==> src/rtl/uart_tx_pkg.sv <==
// Shared definitions for the memory-mapped UART transmitter:
//   - register offsets decoded from address bits [3:2]
//   - STATUS register bit positions
//   - bus and transmit state encodings
//   - divisor helper (a stored divisor of 0 behaves as 1)
package uart_tx_pkg;

    localparam logic [1:0] REG_DATA    = 2'd0;
    localparam logic [1:0] REG_STATUS  = 2'd1;
    localparam logic [1:0] REG_DIVISOR = 2'd2;
    localparam logic [1:0] REG_RSVD    = 2'd3;

    localparam int STAT_FULL      = 0;
    localparam int STAT_EMPTY     = 1;
    localparam int STAT_BUSY      = 2;
    localparam int STAT_COUNT_LSB = 8;

    typedef enum logic {
        BIDLE,
        BACK
    } bus_state_e;

    typedef enum logic [1:0] {
        TX_IDLE,
        TX_START,
        TX_DATA,
        TX_STOP
    } tx_state_e;

    function automatic logic [15:0] eff_divisor(input logic [15:0] d);
        return (d == 16'd0) ? 16'd1 : d;
    endfunction

endpackage

==> src/rtl/uart_tx_if.sv <==
// CPU-side bus for the UART transmitter window.
//   i_request : access request, held high until o_ready is seen
//   i_rw      : 1 = write, 0 = read
//   i_address : window offset, bits [3:2] select the register
//   i_wdata   : write data
//   o_rdata   : read data, valid while o_ready is high
//   o_ready   : access complete
// master = CPU / decoder side, slave = UART.
interface uart_tx_if;
    logic        i_request;
    logic        i_rw;
    logic [31:0] i_address;
    logic [31:0] i_wdata;
    logic [31:0] o_rdata;
    logic        o_ready;

    modport master (
        output i_request, i_rw, i_address, i_wdata,
        input  o_rdata, o_ready
    );

    modport slave (
        input  i_request, i_rw, i_address, i_wdata,
        output o_rdata, o_ready
    );
endinterface

==> src/rtl/uart_tx_fifo.sv <==
// Synchronous first-word-fall-through byte FIFO.
//   i_clock, i_reset : clock, synchronous active-high reset
//   i_push, i_wdata  : write a byte (ignored when full)
//   i_pop            : discard the head byte (ignored when empty)
//   o_rdata          : head byte, valid whenever o_empty is low
//   o_full, o_empty  : occupancy flags
//   o_count          : number of stored bytes
// Pointers are log2(DEPTH) bits and wrap naturally; DEPTH must be a power of two.
module uart_tx_fifo #(
    parameter int DEPTH = 16
) (
    input  logic                   i_clock,
    input  logic                   i_reset,
    input  logic                   i_push,
    input  logic [7:0]             i_wdata,
    input  logic                   i_pop,
    output logic [7:0]             o_rdata,
    output logic                   o_full,
    output logic                   o_empty,
    output logic [$clog2(DEPTH):0] o_count
);
    localparam int AW = $clog2(DEPTH);

    logic [7:0]    mem_q [DEPTH];
    logic [AW-1:0] wr_ptr_q;
    logic [AW-1:0] rd_ptr_q;
    logic [AW:0]   count_q;
    logic          do_push;
    logic          do_pop;

    assign do_push = i_push && !o_full;
    assign do_pop  = i_pop && !o_empty;

    // Storage has no reset so it can map onto plain distributed/block memory.
    always_ff @(posedge i_clock) begin
        if (do_push) begin
            mem_q[wr_ptr_q] <= i_wdata;
        end
    end

    always_ff @(posedge i_clock) begin
        if (i_reset) begin
            wr_ptr_q <= '0;
            rd_ptr_q <= '0;
            count_q  <= '0;
        end else begin
            if (do_push) begin
                wr_ptr_q <= wr_ptr_q + AW'(1);
            end
            if (do_pop) begin
                rd_ptr_q <= rd_ptr_q + AW'(1);
            end
            // Simultaneous push and pop leaves the count unchanged.
            if (do_push && !do_pop) begin
                count_q <= count_q + (AW+1)'(1);
            end else if (do_pop && !do_push) begin
                count_q <= count_q - (AW+1)'(1);
            end
        end
    end

    assign o_rdata = mem_q[rd_ptr_q];
    assign o_full  = (count_q == (AW+1)'(DEPTH));
    assign o_empty = (count_q == '0);
    assign o_count = count_q;

endmodule

==> src/rtl/uart_tx.sv <==
// Memory-mapped 8N1 UART transmitter.
//   i_clock : system clock, rising edge
//   i_reset : synchronous active-high reset
//   bus     : CPU bus (slave side), registers DATA/STATUS/DIVISOR/reserved
//   UART_TX : registered serial output, idle high
// A write to DATA while the FIFO is full is held off (o_ready stays low) and
// retried every cycle until the transmitter pops a byte.
module uart_tx
    import uart_tx_pkg::*;
#(
    parameter int FIFO_DEPTH      = 16,
    parameter int DEFAULT_DIVISOR = 434
) (
    input  logic    i_clock,
    input  logic    i_reset,
    uart_tx_if.slave bus,
    output logic    UART_TX
);
    localparam int CW = $clog2(FIFO_DEPTH) + 1;

    bus_state_e  bus_state_q;
    logic [31:0] rdata_q;
    logic [31:0] rdata_d;
    logic        ready_q;
    logic [15:0] div_q;

    tx_state_e   tx_state_q;
    logic [7:0]  shift_q;
    logic [2:0]  bit_cnt_q;
    logic [15:0] baud_q;
    logic [15:0] bit_div_q;
    logic        tx_q;

    logic          fifo_push;
    logic          fifo_pop;
    logic [7:0]    fifo_rdata;
    logic          fifo_full;
    logic          fifo_empty;
    logic [CW-1:0] fifo_count;
    logic [15:0]   count_ext;

    logic [1:0]  reg_sel;
    logic        access_ok;
    logic        busy;
    logic [31:0] status_word;
    logic        unused_bits;

    assign reg_sel   = bus.i_address[3:2];
    assign busy      = (tx_state_q != TX_IDLE);
    assign count_ext = 16'(fifo_count);

    // Full is the pre-pop value, so a push that coincides with a pop on a
    // full FIFO is still held off for this cycle.
    assign access_ok = (bus_state_q == BIDLE) && bus.i_request &&
                       !(bus.i_rw && (reg_sel == REG_DATA) && fifo_full);
    assign fifo_push = access_ok && bus.i_rw && (reg_sel == REG_DATA);
    assign fifo_pop  = (tx_state_q == TX_IDLE) && !fifo_empty;

    always_comb begin
        status_word = '0;
        status_word[STAT_FULL]  = fifo_full;
        status_word[STAT_EMPTY] = fifo_empty;
        status_word[STAT_BUSY]  = busy;
        status_word[STAT_COUNT_LSB +: 8] = count_ext[7:0];
    end

    always_comb begin
        rdata_d = '0;
        if (!bus.i_rw) begin
            case (reg_sel)
                REG_STATUS:  rdata_d = status_word;
                REG_DIVISOR: rdata_d = {16'h0000, div_q};
                default:     rdata_d = '0;
            endcase
        end
    end

    uart_tx_fifo #(
        .DEPTH (FIFO_DEPTH)
    ) u_fifo (
        .i_clock (i_clock),
        .i_reset (i_reset),
        .i_push  (fifo_push),
        .i_wdata (bus.i_wdata[7:0]),
        .i_pop   (fifo_pop),
        .o_rdata (fifo_rdata),
        .o_full  (fifo_full),
        .o_empty (fifo_empty),
        .o_count (fifo_count)
    );

    // Bus FSM: one access per request; BACK waits for the request to drop.
    always_ff @(posedge i_clock) begin
        if (i_reset) begin
            bus_state_q <= BIDLE;
            ready_q     <= 1'b0;
            rdata_q     <= '0;
            div_q       <= 16'(DEFAULT_DIVISOR);
        end else begin
            case (bus_state_q)
                BIDLE: begin
                    if (access_ok) begin
                        rdata_q     <= rdata_d;
                        ready_q     <= 1'b1;
                        bus_state_q <= BACK;
                        if (bus.i_rw && (reg_sel == REG_DIVISOR)) begin
                            div_q <= bus.i_wdata[15:0];
                        end
                    end
                end
                BACK: begin
                    if (!bus.i_request) begin
                        ready_q     <= 1'b0;
                        rdata_q     <= '0;
                        bus_state_q <= BIDLE;
                    end
                end
            endcase
        end
    end

    // TX FSM. The divisor is captured at frame start so register writes
    // never disturb a frame in flight. tx_q changes on the same edge as the
    // state, keeping the line glitch-free.
    always_ff @(posedge i_clock) begin
        if (i_reset) begin
            tx_state_q <= TX_IDLE;
            tx_q       <= 1'b1;
            shift_q    <= '0;
            bit_cnt_q  <= '0;
            baud_q     <= '0;
            bit_div_q  <= 16'd1;
        end else begin
            case (tx_state_q)
                TX_IDLE: begin
                    tx_q <= 1'b1;
                    if (!fifo_empty) begin
                        shift_q    <= fifo_rdata;
                        bit_div_q  <= eff_divisor(div_q);
                        baud_q     <= eff_divisor(div_q) - 16'd1;
                        tx_q       <= 1'b0;
                        tx_state_q <= TX_START;
                    end
                end
                TX_START: begin
                    if (baud_q == 16'd0) begin
                        baud_q     <= bit_div_q - 16'd1;
                        bit_cnt_q  <= '0;
                        tx_q       <= shift_q[0];
                        tx_state_q <= TX_DATA;
                    end else begin
                        baud_q <= baud_q - 16'd1;
                    end
                end
                TX_DATA: begin
                    if (baud_q == 16'd0) begin
                        baud_q <= bit_div_q - 16'd1;
                        if (bit_cnt_q == 3'd7) begin
                            tx_q       <= 1'b1;
                            tx_state_q <= TX_STOP;
                        end else begin
                            bit_cnt_q <= bit_cnt_q + 3'd1;
                            shift_q   <= shift_q >> 1;
                            tx_q      <= shift_q[1];
                        end
                    end else begin
                        baud_q <= baud_q - 16'd1;
                    end
                end
                TX_STOP: begin
                    if (baud_q == 16'd0) begin
                        tx_state_q <= TX_IDLE;
                    end else begin
                        baud_q <= baud_q - 16'd1;
                    end
                end
            endcase
        end
    end

    assign bus.o_ready = ready_q;
    assign bus.o_rdata = rdata_q;
    assign UART_TX     = tx_q;

    // Address/data bits outside the decoded fields are intentionally ignored.
    assign unused_bits = ^{bus.i_address[31:4], bus.i_address[1:0],
                           bus.i_wdata[31:16], count_ext[15:8]};

endmodule

==> src/flat_wrapper.sv <==
// flat-port wrapper written by rule: the top's interface ports become plain ports
module uart_tx_flat import uart_tx_pkg::*;
#(
    parameter int FIFO_DEPTH      = 16,
    parameter int DEFAULT_DIVISOR = 434
)
  (i_clock, i_reset, UART_TX, bus_i_request, bus_i_rw, bus_i_address, bus_i_wdata, bus_o_rdata, bus_o_ready);
  uart_tx_if bus_i ();
  input  logic i_clock;
  input  logic i_reset;
  output logic UART_TX;
  input wire logic [$bits(bus_i.i_request)-1:0] bus_i_request;
  input wire logic [$bits(bus_i.i_rw)-1:0] bus_i_rw;
  input wire logic [$bits(bus_i.i_address)-1:0] bus_i_address;
  input wire logic [$bits(bus_i.i_wdata)-1:0] bus_i_wdata;
  output wire logic [$bits(bus_i.o_rdata)-1:0] bus_o_rdata;
  output wire logic [$bits(bus_i.o_ready)-1:0] bus_o_ready;
  assign bus_i.i_request = bus_i_request;
  assign bus_i.i_rw = bus_i_rw;
  assign bus_i.i_address = bus_i_address;
  assign bus_i.i_wdata = bus_i_wdata;
  assign bus_o_rdata = bus_i.o_rdata;
  assign bus_o_ready = bus_i.o_ready;
  uart_tx #(.FIFO_DEPTH(FIFO_DEPTH), .DEFAULT_DIVISOR(DEFAULT_DIVISOR)) u_core (.i_clock(i_clock), .i_reset(i_reset), .bus(bus_i), .UART_TX(UART_TX));
endmodule
==> config.mk <==
export PLATFORM = sky130hd
export DESIGN_NAME = uart_tx_flat
export DESIGN_NICKNAME = d
export VERILOG_FILES = /design/src/rtl/uart_tx_pkg.sv /design/src/rtl/uart_tx_if.sv /design/src/rtl/uart_tx_fifo.sv /design/src/rtl/uart_tx.sv /design/src/flat_wrapper.sv
export SDC_FILE = /design/constraint.sdc
export NUM_CORES = 1
export LEC_CHECK = 0
export CORE_AREA = 2 2 164 166
export CTS_CLUSTER_DIAMETER = 120
export CTS_CLUSTER_SIZE = 10
export DETAILED_ROUTE_END_ITERATION = 8
export DIE_AREA = 0 0 166 168
export PLACE_DENSITY_LB_ADDON = 0.12
export SYNTH_ARGS = -nofsm -noshare
export SYNTH_HDL_FRONTEND = slang
export SYNTH_SLANG_ARGS = --single-unit
==> constraint.sdc <==
create_clock -name i_clock -period 3.5 [get_ports i_clock]
set_input_delay 0.7 -clock i_clock [delete_from_list [all_inputs] [get_ports i_clock]]
set_output_delay 0.7 -clock i_clock [all_outputs]
set_load 0.01 [all_outputs]
# --- Word level (Yosys, flattened, before mapping) ---
# Memory sizes are Yosys's and may differ from the RTL's. A register that Yosys moved wholly into a read port is not among the register bits.
# Cells that the tools add are included.
classes:
  addsub: 8
  eq_ne: 16
  muxes: 41
  bitwise_logic: 2
  reduce_logical: 36
ops:
  columns: ["operator", "n"]
  rows:
  - ["$mux W32", 3]
  - ["$mux W16", 4]
  - ["$pmux W32 S2", 1]
  - ["$pmux W16 S3", 1]
  - ["$sub A16 B1 Y16 const B", 3]
  - ["$logic_not A16 Y1", 2]
  - ["$pmux W16 S2", 1]
  - ["$mux W8", 3]
  - ["$pmux W8 S2", 1]
  - ["$logic_and A1 B1 Y1", 12]
  - ["$mux W1", 10]
  - ["$mux W2", 5]
  - ["$mux W5", 2]
  - ["$ne A2 B1 Y1 const B", 5]
  - ["$mux W3", 3]
  - ["$add A4 B1 Y4 const B", 2]
  - ["$mux W4", 2]
  - ["$ne A2 B2 Y1 const B", 4]
  - ["$pmux W2 S4", 1]
  - ["$reduce_and A4 Y1", 2]
  - ["$reduce_bool A2 Y1", 4]
  - ["$eq A2 B2 Y1 const B", 3]
  - ["$pmux W3 S2", 1]
  - ["$reduce_and A2 Y1", 3]
  - ["16 further kinds", 25]
totals:
  register_bits: 109
  ramBits: 128
  input_bits: 68
  out_inout_bits: 34
  word_cells: 117
  memories: 1
mem_list:
  columns: ["name", "depth", "word_bits", "read_ports", "rd_ports_with_merged_regs", "write_ports", "line", "text"]
  rows:
  - ["u_core.u_fifo.mem_q", 16, 8, 1, 1, 1, "uart_tx_fifo.sv:24", "logic [7:0] mem_q [DEPTH];"]

# --- Depth between registers and ports, before layout ---
depth:
  ltp_word: 12
  depth_mapped: 15
  mapped_depth_nobuf: 14

# --- Modules after synthesis ---
# Synthesis repeated with hierarchy kept, for this count alone.
unflattened:
  cells_unflattened: 883
  area_unflattened_um2: 10253.6
by_module_without_submodules:
  columns: ["module", "instances", "cells_per_inst", "area_per_inst_um2", "seq_area_each_um2"]
  rows:
  - ["uart_tx_fifo", 1, 309, 5715.5, 4184.0]
  - ["uart_tx", 1, 574, 4538.1, 1601.5]

# --- Worst setup path after synthesis ---
# OpenSTA, ideal clock, no wires.
synth_path:
  path_type: "register -> register"
  start: "reg u_core.u_fifo.count_q[2], in the netlist u_core.u_fifo.o_count[2]"
  end: "reg u_core.u_fifo.count_q[4], in the netlist u_core.u_fifo.o_count[4]"
  setup_time_ns: 0.070
  arrival_ns: 3.261
  t_required_ns: 3.430
  slack_ns: 0.169
  path_stages_with_launch: 14
  n_path_buf: 1
  period_less_slack_ns: 3.331
  cell_sequence: "dfxtp_1 or4_1 nor2_1 nor2_1 inv_1 clkbuf_1 ha_1 inv_1 fa_1 a21o_1 a21oi_1 xnor2_1 or3_1 a21oi_1"
synth_via:
  elab_chain_cells: 10
synth_lines:
  columns: ["element", "line", "text"]
  rows:
  - ["start: declaration", "uart_tx_fifo.sv:27", "logic [AW:0] count_q;"]
  - ["start signal: assignment", "uart_tx_fifo.sv:55", "count_q <= count_q + (AW+1)'(1);"]
  - ["start signal: assignment", "uart_tx_fifo.sv:57", "count_q <= count_q - (AW+1)'(1);"]
  - ["$eq A5 B5 Y1", "uart_tx_fifo.sv:63", "assign o_full = (count_q == (AW+1)'(DEPTH));"]
  - ["$logic_and A1 B1 Y1", "uart_tx.sv:55", "!(bus.i_rw && (reg_sel == REG_DATA) && fifo_full);"]
  - ["$logic_not A1 Y1", "uart_tx.sv:55", null]
  - ["$logic_and A1 B1 Y1", "uart_tx.sv:54", "assign access_ok = (bus_state_q == BIDLE) && bus.i_request &&"]
  - ["$logic_and A1 B1 Y1 (2 in a row)", "uart_tx.sv:56", "assign fifo_push = access_ok && bus.i_rw && (reg_sel == REG_DATA);"]
  - ["$logic_and A1 B1 Y1", "uart_tx_fifo.sv:31", "assign do_push = i_push && !o_full;"]
  - ["$logic_not A1 Y1", "uart_tx_fifo.sv:56", "end else if (do_pop && !do_push) begin"]
  - ["$logic_and A1 B1 Y1", "uart_tx_fifo.sv:56", null]
  - ["$reduce_bool A2 Y1 (no line)", null, null]
# Parallel ways exist; a longest one is shown, timed or not. The select of a mux whose other input is x is not followed.
# A chain may end at the register's enable or synchronous reset.

# --- Worst setup path in the final report ---
# Ends and elaborated chain as after synthesis.

==> impl_metrics.env <==
export IMPL_outcome="complete, no violations"
export IMPL_grt_pass1_vias=6475
export IMPL_yosysTopAreaCell="edfxtp_1"
export IMPL_die_x_um=166
export IMPL_ir_drop_mv=0.428
export IMPL_worst_pin_slew_ns=0.802
export IMPL_first_pass_iters=5
export IMPL_synth_ff_latch_count=225
export IMPL_critPathBufInv=2
export IMPL_power_leakage_nw=3.98
export IMPL_routedWlPerCell_um=18.9
export IMPL_antenna_found_initial=0
export IMPL_area_growth_pct=14.3
export IMPL_core_area_mm2=0.0264
export IMPL_fmax_ghz=0.333
export IMPL_final_common_cell="edfxtp_1"
export IMPL_cts_resized=0
export IMPL_diodes=0
export IMPL_fp_row_count=60
export IMPL_cp_top_family="simple AND/OR/NAND/NOR gates"
export IMPL_endpoint_kind="flip-flop"
export IMPL_clk_latency_ns=0.53
export IMPL_slowest_stage="or4_1"
export IMPL_start_util_pct=39.0
export IMPL_crit_path_max_incr_delay_ns=0.59
export IMPL_post_cts_buffers=0
export IMPL_clockBufferDepth=3
export IMPL_dp_hpwl_um=16000
export IMPL_htreeDepth=1
export IMPL_ioPinCount=102
export IMPL_tns_ns=0
export IMPL_port_buffers=39
export IMPL_holdBufCountCts=0
export IMPL_syn_area_per_cell_um2=12.0
export IMPL_grt_max_degree=64
export IMPL_r2r_end="u_core.u_fifo.o_count[4]"
export IMPL_setup_violations=0
export IMPL_min_delay_start="u_core.bit_div_q[15]"
export IMPL_drv_cap=0
export IMPL_cts_sinks=225
export IMPL_final_cell_mix="edfxtp_1 (128), dfxtp_1 (96), nand2_1 (93)"
export IMPL_grt_ovfl_total=0
export IMPL_period_needed_ns=3.00
export IMPL_holdWs_ns=0.471
export IMPL_gp_congestion=0.774
export IMPL_drv_slew=0
export IMPL_finalHoldViolations=0
export IMPL_synth_top_area_share_pct=37.4
export IMPL_final_util_pct=44.5
export IMPL_cts_buffers=26
export IMPL_drive_above_1_share_pct=12.1
export IMPL_cts_tree="built"
export IMPL_drc_errors=0
export IMPL_clockRootBuffer="clkbuf_16"
export IMPL_post_synth_num_cell_types=70
export IMPL_vias=6581
export IMPL_min_path_type="reg -> reg"
export IMPL_wirelength_um=23700
export IMPL_power_mw=8.46
export IMPL_layout_nets=990
export IMPL_rsz0062_at_grt="no"
export IMPL_critPathKind="reg -> reg"
export IMPL_slew_limit_headroom_pct=46.6
export IMPL_drtAntennaViolNets=0
export IMPL_r2r_start="u_core.u_fifo.o_count[2]"
export IMPL_synth_edf_count=128
export IMPL_r2r_setup_slack_ns=0.50
export IMPL_die_h_um=168
export IMPL_yosysWarnings=0
export IMPL_netlist_area_mm2=0.0103
export IMPL_dr_first_iter_drc_count=404
export IMPL_cp_depth=12
export IMPL_grt_pass1_wl_um=37500
export IMPL_required_ns=3.96
export IMPL_dpl_cell_area_mm2=0.0110
export IMPL_synth_flop_cell="edfxtp_1"
export IMPL_crit_fanout=4
export IMPL_skew_ns=0.00997
export IMPL_clk_pin_slew_ns=0.06
export IMPL_arrival_ns=3.46
export IMPL_finalInstanceArea_mm2=0.0117
export IMPL_worstRegToRegCells=12
export IMPL_holdPathEnd="u_core.bit_div_q[15]"
export IMPL_holdPathStages=2
export IMPL_grt_use_total_pct=16.9
export IMPL_detail_route_vias_per_cell=5.24
export IMPL_yosysSeqAreaShare_pct=56.4
export IMPL_power_density_mw_per_mm2=721
export IMPL_critPathLaunchType="flip-flop"
export IMPL_crit_chain="or4_1, nor2_1, nor2_1, inv_1, ha_1, inv_1, fa_1, a21o_1, a21oi_1, xnor2_1, or3_1, a21oi_1"
export IMPL_synthTopCellsByArea="edfxtp_1 (37%), dfxtp_1 (19%), mux4_2 (8.3%)"
export IMPL_fin_crit_sh_pct=85.7
export IMPL_async_flop_share_pct=0
export IMPL_die_area_mm2=0.0279
export IMPL_syn_inst=855
-- worst max path at each step --
stage	endpoint	startpoint
6_report	u_core.u_fifo.o_count[4]	u_core.u_fifo.o_count[2]
5_1_grt	u_core.u_fifo.o_count[4]	u_core.u_fifo.o_count[2]
4_1_cts	u_core.u_fifo.o_count[4]	u_core.u_fifo.o_count[2]
3_5_place_dp	u_core.u_fifo.o_count[4]	bus_i_address[2]
3_3_place_gp	u_core.u_fifo.o_count[4]	bus_i_address[2]
2_1_floorplan	u_core.u_fifo.o_count[4]	u_core.u_fifo.o_count[2]
-- registers in the layout, summed over array words and instances, names as in the netlist, 3 cells and up, named ones only --
signal / cells
u_core.bit_cnt_q: 3
u_core.div_q: 16
u_core.u_fifo.rd_ptr_q: 4
u_core.shift_q: 8
u_core.u_fifo.mem_q: 128
u_core.u_fifo.o_count: 5
u_core.baud_q: 16
u_core.bus.o_rdata: 16
u_core.bit_div_q: 16
u_core.u_fifo.wr_ptr_q: 4
-- report_power, final --
| part | switching, mW | total [mW] | internal, mW |
|---|---|---|---|
| logic | 1.64 | 2.85 | 1.21 |
| registers | 0.208 | 3.20 | 2.99 |
| clock network | 1.02 | 2.41 | 1.39 |
-- Yosys cell counts, types with 7 or more instances --
cell type,n
edfxtp_1,128
dfxtp_1,97
nand2_1,93
nor2_1,68
a21oi_1,48
mux4_2,38
clkbuf_1,34
xnor2_1,24
ha_1,22
inv_1,21
nand3_1,20
xor2_1,20
nor3_1,19
a22oi_1,18
buf_4,18
and2_1,17
o21ai_0,16
mux2i_1,13
nor4_1,12
or4_1,9
a22o_1,8
a211oi_1,7
-- cells by family (layout without fill, tap and decap cells) --
| family | after synthesis | after routing | synth area share [%] |
|---|---|---|---|
| simple gates | 275 | 275 | 13.0 |
| flops | 225 | 225 | 56.4 |
| compound gates | 151 | 151 | 10.2 |
| buf+inv | 84 | 128 | 4.10 |
| mux | 52 | 52 | 9.71 |
| xor+xnor | 44 | 44 | 3.75 |
| fa+ha+maj | 23 | 23 | 2.88 |
| other cells | 1 | 16 | 0.0365 |
-- per-layer routing --
metal / GRT usage (%) / share of wire [%] / vias to the layer above
li1: - / - / 3243
met1: 24.1 / 48 / 3212
met2: 28.0 / 47 / 100
met3: 2.16 / 3.3 / 26
met4: 3.67 / 1.5 / 0
met5: 0 / 0 / -
-- tightest hold or removal path: cells and delay by family, from the launching register on --
kind	cells	cell delay [ns]
DFF	1	0.32
and+or+nand+nor	1	0.06
AOI/OAI and AO/OA	1	0.05
-- layout make-up --
type,count,area (um2)
inverter,21,78.8
tap,341,427
sequential,225,5790
clock buffer,41,717
multi-input combinational,561,4120
fill,2412,14600
timing repair buffer,64,586
clock inverter,2,21.3
-- metrics by stage --
step           worst slack, ns  cells
3_3_place_gp            0.0768   1212
5_1_grt                  0.305   1255
6_report                 0.499   1255
2_1_floorplan            0.169    870
4_1_cts                  0.486   1255
3_5_place_dp            0.0179   1212
No activity file was read; power rests on OpenSTA's default activity.
